[config.mk]
export PLATFORM = sky130hd
export DESIGN_NAME = reg_write_queue
export DESIGN_NICKNAME = d
export VERILOG_FILES = /design/src/rtl/reg_write_queue.sv
export SDC_FILE = /design/constraint.sdc
export NUM_CORES = 1
export LEC_CHECK = 0
export ABC_AREA = 1
export BUFFER_PORTS_ARGS = -buffer_cell sky130_fd_sc_hd__buf_2
export CORE_MARGIN = 1.5
export CORE_UTILIZATION = 40
export CTS_CLUSTER_SIZE = 14
export DETAILED_ROUTE_END_ITERATION = 8
export GPL_TIMING_DRIVEN = 0
export HOLD_SLACK_MARGIN = 0.12
export SYNTH_ARGS = -nofsm -noshare
export SYNTH_HDL_FRONTEND = slang
export SYNTH_SLANG_ARGS = --single-unit
[constraint.sdc]
create_clock -name clk -period 3.1 [get_ports clk]
set_clock_uncertainty 0.05 [all_clocks]
set_input_delay 0.31 -clock clk [delete_from_list [all_inputs] [get_ports clk]]
set_output_delay 0.31 -clock clk [all_outputs]
set_load 0.1 [all_outputs]
[src/rtl/reg_write_queue.sv]
// Register write-back queue: merges ALU and load results into an in-order FIFO
// drained one entry per cycle into the register file, with hazard detection.
// Optional forwarding of pending data is compiled in with REG_WRITE_QUEUE_BYPASS_EN.
module reg_write_queue #(
    parameter int DEPTH         = 4,
    parameter int DATA_WIDTH    = 32,
    parameter int REG_NUM_WIDTH = 3
) (
    input  logic                       clk,
    input  logic                       rst,
    input  logic                       aluValid,
    input  logic [REG_NUM_WIDTH-1:0]   aluNum,
    input  logic [DATA_WIDTH-1:0]      aluData,
    output logic                       aluReady,
    input  logic                       ldValid,
    input  logic [REG_NUM_WIDTH-1:0]   ldNum,
    input  logic [DATA_WIDTH-1:0]      ldData,
    output logic                       ldReady,
    output logic [DATA_WIDTH-1:0]      wrData,
    output logic [REG_NUM_WIDTH-1:0]   wrNum,
    output logic                       regWrite,
    input  logic [REG_NUM_WIDTH-1:0]   rdNumA,
    input  logic [REG_NUM_WIDTH-1:0]   rdNumB,
    output logic                       hazardA,
    output logic                       hazardB,
    output logic                       fwdValidA,
    output logic                       fwdValidB,
    output logic [DATA_WIDTH-1:0]      fwdDataA,
    output logic [DATA_WIDTH-1:0]      fwdDataB,
    output logic [$clog2(DEPTH):0]     count
);

    localparam int PW = $clog2(DEPTH);
    localparam int CW = $clog2(DEPTH) + 1;

    logic [REG_NUM_WIDTH-1:0] mem_num_q  [DEPTH];
    logic [REG_NUM_WIDTH-1:0] mem_num_d  [DEPTH];
    logic [DATA_WIDTH-1:0]    mem_data_q [DEPTH];
    logic [DATA_WIDTH-1:0]    mem_data_d [DEPTH];

    logic [PW-1:0]            wr_ptr_q, wr_ptr_d;
    logic [PW-1:0]            rd_ptr_q, rd_ptr_d;
    logic [CW-1:0]            count_q, count_d;
    logic                     reg_write_q, reg_write_d;
    logic [REG_NUM_WIDTH-1:0] wr_num_q, wr_num_d;
    logic [DATA_WIDTH-1:0]    wr_data_q, wr_data_d;

    logic [CW-1:0]            free;
    logic                     alu_ready, ld_ready;
    logic                     alu_enq, ld_enq, pop;
    logic [PW-1:0]            ld_slot;

    logic [PW-1:0]            slot_idx   [DEPTH];
    logic                     slot_valid [DEPTH];
    logic [REG_NUM_WIDTH-1:0] rd_num     [2];
    logic                     hit        [2];
    logic [DATA_WIDTH-1:0]    fwd_data   [2];

    // Credit comes only from the registered count; a same-cycle pop is not counted.
    assign free      = CW'(DEPTH) - count_q;
    assign alu_ready = !rst && (free >= CW'(1));
    assign ld_ready  = !rst && ((free >= CW'(2)) || ((free >= CW'(1)) && !aluValid));

    // Register 0 requests handshake normally but never occupy a slot.
    assign alu_enq = aluValid && alu_ready && (aluNum != '0);
    assign ld_enq  = ldValid && ld_ready && (ldNum != '0);
    assign pop     = (count_q != '0);
    assign ld_slot = wr_ptr_q + PW'(alu_enq);

    always_comb begin
        mem_num_d  = mem_num_q;
        mem_data_d = mem_data_q;
        if (alu_enq) begin
            mem_num_d[wr_ptr_q]  = aluNum;
            mem_data_d[wr_ptr_q] = aluData;
        end
        if (ld_enq) begin
            mem_num_d[ld_slot]  = ldNum;
            mem_data_d[ld_slot] = ldData;
        end
        wr_ptr_d = wr_ptr_q + PW'(alu_enq) + PW'(ld_enq);
        rd_ptr_d = rd_ptr_q + PW'(pop);
        count_d  = count_q + CW'(alu_enq) + CW'(ld_enq) - CW'(pop);
    end

    always_comb begin
        reg_write_d = pop;
        wr_num_d    = wr_num_q;
        wr_data_d   = wr_data_q;
        if (pop) begin
            wr_num_d  = mem_num_q[rd_ptr_q];
            wr_data_d = mem_data_q[rd_ptr_q];
        end
    end

    always_ff @(posedge clk) begin
        if (rst) begin
            wr_ptr_q    <= '0;
            rd_ptr_q    <= '0;
            count_q     <= '0;
            reg_write_q <= 1'b0;
            wr_num_q    <= '0;
            wr_data_q   <= '0;
        end else begin
            wr_ptr_q    <= wr_ptr_d;
            rd_ptr_q    <= rd_ptr_d;
            count_q     <= count_d;
            reg_write_q <= reg_write_d;
            wr_num_q    <= wr_num_d;
            wr_data_q   <= wr_data_d;
        end
    end

    // Slot storage carries no control meaning; validity comes from count/pointers.
    always_ff @(posedge clk) begin
        mem_num_q  <= mem_num_d;
        mem_data_q <= mem_data_d;
    end

    // Slots listed oldest first so a later match overrides an earlier one.
    always_comb begin
        for (int i = 0; i < DEPTH; i++) begin
            slot_idx[i]   = rd_ptr_q + PW'(i);
            slot_valid[i] = (CW'(i) < count_q);
        end
    end

    always_comb begin
        rd_num[0] = rdNumA;
        rd_num[1] = rdNumB;
        for (int p = 0; p < 2; p++) begin
            hit[p]      = 1'b0;
            fwd_data[p] = '0;
            if (reg_write_q && (wr_num_q == rd_num[p])) begin
                hit[p] = 1'b1;
`ifdef REG_WRITE_QUEUE_BYPASS_EN
                fwd_data[p] = wr_data_q;
`endif
            end
            for (int i = 0; i < DEPTH; i++) begin
                if (slot_valid[i] && (mem_num_q[slot_idx[i]] == rd_num[p])) begin
                    hit[p] = 1'b1;
`ifdef REG_WRITE_QUEUE_BYPASS_EN
                    fwd_data[p] = mem_data_q[slot_idx[i]];
`endif
                end
            end
            if (rd_num[p] == '0) begin
                hit[p]      = 1'b0;
                fwd_data[p] = '0;
            end
        end
    end

    assign aluReady = alu_ready;
    assign ldReady  = ld_ready;
    assign regWrite = reg_write_q;
    assign wrNum    = wr_num_q;
    assign wrData   = wr_data_q;
    assign count    = count_q;
    assign hazardA  = hit[0];
    assign hazardB  = hit[1];

`ifdef REG_WRITE_QUEUE_BYPASS_EN
    assign fwdValidA = hit[0];
    assign fwdValidB = hit[1];
    assign fwdDataA  = fwd_data[0];
    assign fwdDataB  = fwd_data[1];
`else
    assign fwdValidA = 1'b0;
    assign fwdValidB = 1'b0;
    assign fwdDataA  = '0;
    assign fwdDataB  = '0;
`endif

endmodule

==> summary.txt <==
Synthesis
  – Post-synthesis xor/xnor area fraction: 0.00810
  – Post-synth EDFFs: 0
  – Syn avg cell area: 6.63 um^2
  – Synth Area in Adders: 0.0162
  – Seq/Total Area, Yosys: 0.377
  – Flops & latches, synth: 183
  – Largest family of logic cells by synthesized area: compound AO/OA/AOI/OAI gates
  – Compound-cell area share of the yosys netlist: 0.232
  – Most numerous cell in the Yosys netlist: nand2_1
  – Simple-gate area share of the yosys netlist: 0.230
  – Dominant cells by area after synthesis: dfxtp_1, nand2_1, o21ai_0
  – Top cell types by occurrence after synthesis: nand2_1, o21ai_0, dfxtp_1
  – Gate Count Post-Synth: 1466
  – Top cell type by total area after synthesis: dfxtp_1
  – Top FF cell, synth: dfxtp_1
  – Synth top area share: 0.377
  – Asr flop ratio synth: 0
  – Synth warn: 0
  – Mux cell area share after synthesis: 0
  – Mapped cell area: 9730 um^2
  – Count of cell types in the netlist: 29

Timing
  – Setup-failing EPs final: 0
  – Max Transition Viols Final: 0
  – Final hold violation count: 0
  – Slew Limit Headroom: 0.496
  – Max Freq: 0.343 GHz
  – Final min period: 2.92 ns
  – Post-route clock period utilization: 0.941
  – Worst slew pin tran: 0.756 ns

GRT
  – Initial antenna violation count: 0
  – Vias in the first global route: 9359
  – Largest net degree at the start of global routing: 17
  – GRT Residual Overflow: 0
  – First-pass GRT wire length: 50700 um
  – Total track usage: 0.253

Routing
  – Routed via count: 10243
  – Drt drc: 0
  – Final WL: 32400 um
  – Wire per inst: 16.1 um
  – Starting DRC count in detailed routing: 806
  – Drt first pass iters: 6
  – Post-route antenna net violation count: 0
  – Via density: 5.08

Power and ir drop
  – Design Power: 0.0141 W
  – Leakage power: 5.64 nW
  – VDD IR max: 655 uV
  – Power per cell area: 1200 nW/um^2

CTS
  – CTS Root Cell: clkbuf_16
  – CTS H-Tree Depth: 4
  – Clk sinks: 183
  – CTS max path bufs: 2
  – Reg clk slew, reported paths: 0.07 ns
  – CTS Buf Count: 17
  – CTS tree: done
  – Clock Latency Late Sink: 0.44 ns

Placement
  – Number of port buffers: 118
  – DP HPWL: 22700 um
  – Placed cell area: 11000 um^2
  – GPL Wtd Cong: 0.847

Setup path
  – Cells along the critical path: inv_2 > ha_1 > ha_1 > inv_2 > nor2_1 > nand2_1 > nand2_2 > nor2_4 > inv_2 > ha_4 > xor2_1 > inv_1 > ha_1 > o21bai_1 > fa_2 > inv_1 > nor2_1
  – Startpoint Class: register
  – Flop-to-flop setup slack: 0.18 ns
  – CP max stage delay: 0.52 ns
  – Worst EP required: 3.42 ns
  – Crit end category: register
  – Arr. time, crit path: 3.24 ns
  – Reg2Reg Launch Point: count[0]$_SDFF_PP0_
  – Worst reg2reg path depth: 17
  – CP max-delay cell: fa_2
  – Type of the worst setup path: register to register
  – R2r endpoint: count[1]$_SDFF_PP0_
  – Max FO, Critical Path: 4

Floorplan
  – Initial Util: 0.411
  – # rows: 56
  – IO Count: 189
  – Die Wd: 159 um
  – Die area: 25300 um^2
  – Die height: 159 um
  – Core ar.: 23700 um^2

Hold path
  – Hold EP: mem_data_q[72]$_DFF_P_
  – HP Class: input pin to register
  – Hold Path Depth: 3
  – Hold Crit Start: ldData[8]

Finish
  – Ant. Diodes: 0
  – Layout area overhead: 21.2%
  – Filler cells: 2486
  – Layout net count: 1780
  – Share of post-route cells with drive strength above 1: 0.165
  – Post-route cell area: 11800 um^2
  – Fin util: 0.498

Outcome
  – Status: finished, final reports clean

Run
  – Max-cap violations: 0
## kinds of logic (layout without fill, tap and decap cells)
| kind of cell | Yosys count | after routing |
|---|---|---|
| AOI/OAI and AO/OA | 424 | 424 |
| other | 1 | 66 |
| adders and majority gates | 12 | 12 |
| buffers and inverters | 274 | 442 |
| xor gates and xnor gates | 9 | 9 |
| and+or+nand+nor | 563 | 563 |
| DFF | 183 | 183 |
## repair_timing
action / CTS / global route
setup buffers: 0 / 6
endpoints found under the hold margin: 27 / 0
pin swaps: 0 / 2
resized for setup: 0 / 22
hold buffers: 15 / 0
setup endpoints to repair: 2 / 89
## state kept, by name, indices dropped and copies added, names as in the netlist
signal / count
mem_data_q: 128
wrData: 32
mem_num_q: 12
count: 3
wrNum: 3
rd_ptr_q: 2
wr_ptr_q: 2
regWrite: 1
## cell type report
class / count / area, um^2 / area share
flip-flops and latches: 183 / 3670 / 0.312
multi-input cells: 1074 / 5000 / 0.424
well taps: 319 / 399 / 0.0339
clock inverters: 11 / 148 / 0.0125
inverters: 115 / 437 / 0.0370
plain buffers: 158 / 896 / 0.0760
clock buffers: 19 / 443 / 0.0376
repair buffers: 139 / 791 / 0.0671
## how the worst max path moves through the flow
stage | cells past startpoint | to | from
after floorplan | 17 | count[2]$_SDFF_PP0_ | count[0]$_SDFF_PP0_
after global routing | 17 | count[1]$_SDFF_PP0_ | count[0]$_SDFF_PP0_
final | 17 | count[1]$_SDFF_PP0_ | count[0]$_SDFF_PP0_
after global placement | 13 | count[2]$_SDFF_PP0_ | count[1]$_SDFF_PP0_
after detailed placement | 13 | count[2]$_SDFF_PP0_ | count[0]$_SDFF_PP0_
after CTS | 17 | count[2]$_SDFF_PP0_ | count[0]$_SDFF_PP0_
## critical path: cells and delay by family, from the launching register on
kind | cells | cell delay, ns
adder cells (fa/ha/maj) | 5 | 1.42
AND/OR/NAND/NOR | 5 | 0.41
flip-flops | 1 | 0.37
buffers and inverters | 5 | 0.29
AO/OA/AOI/OAI | 1 | 0.16
XOR/XNOR | 1 | 0.14
## power by group
| group | switching [W] | internal [W] |
|---|---|---|
| combinational | 0.00578 | 0.00206 |
| clock | 0.000974 | 0.00129 |
| sequential | 0.000594 | 0.00343 |
## metrics by stage
stage / hold slack, ns / cells / TNS [ns] / worst slack [ns]
finish: 0.135 / 2018 / 0 / 0.184
floorplan: 0.440 / 1531 / -0.000189 / -0.000189
detailed placement: 0.473 / 1968 / -0.220 / -0.137
global route: 0.140 / 2018 / -0.0352 / -0.0352
CTS: 0.120 / 2012 / 0 / 0.000437
global placement: 0.469 / 1968 / -0.225 / -0.154
## cells in the final DEF (no fill, tap or decap), types with 5 or more instances in the layout
master,count
nand2_1,467
o21ai_0,291
dfxtp_1,180
buf_2,144
inv_1,109
buf_4,75
a21oi_1,70
conb_1,66
clkbuf_1,53
nand3_1,42
nor2_1,36
a221oi_1,32
o21ai_1,25
clkbuf_16,17
dlygate4sd3_1,15
ha_1,10
nand3_2,7
clkbuf_2,7
xor2_1,5
clkinv_2,5
## routing by layer
metal / routed length, um / vias up / global-route usage
li1: - / 5102 / -
met1: 14600 / 4684 / 0.339
met2: 14600 / 399 / 0.405
met3: 2330 / 58 / 0.0461
met4: 887 / 0 / 0.0943
met5: 0 / - / 0
No activity file was read; power rests on OpenSTA's default activity.
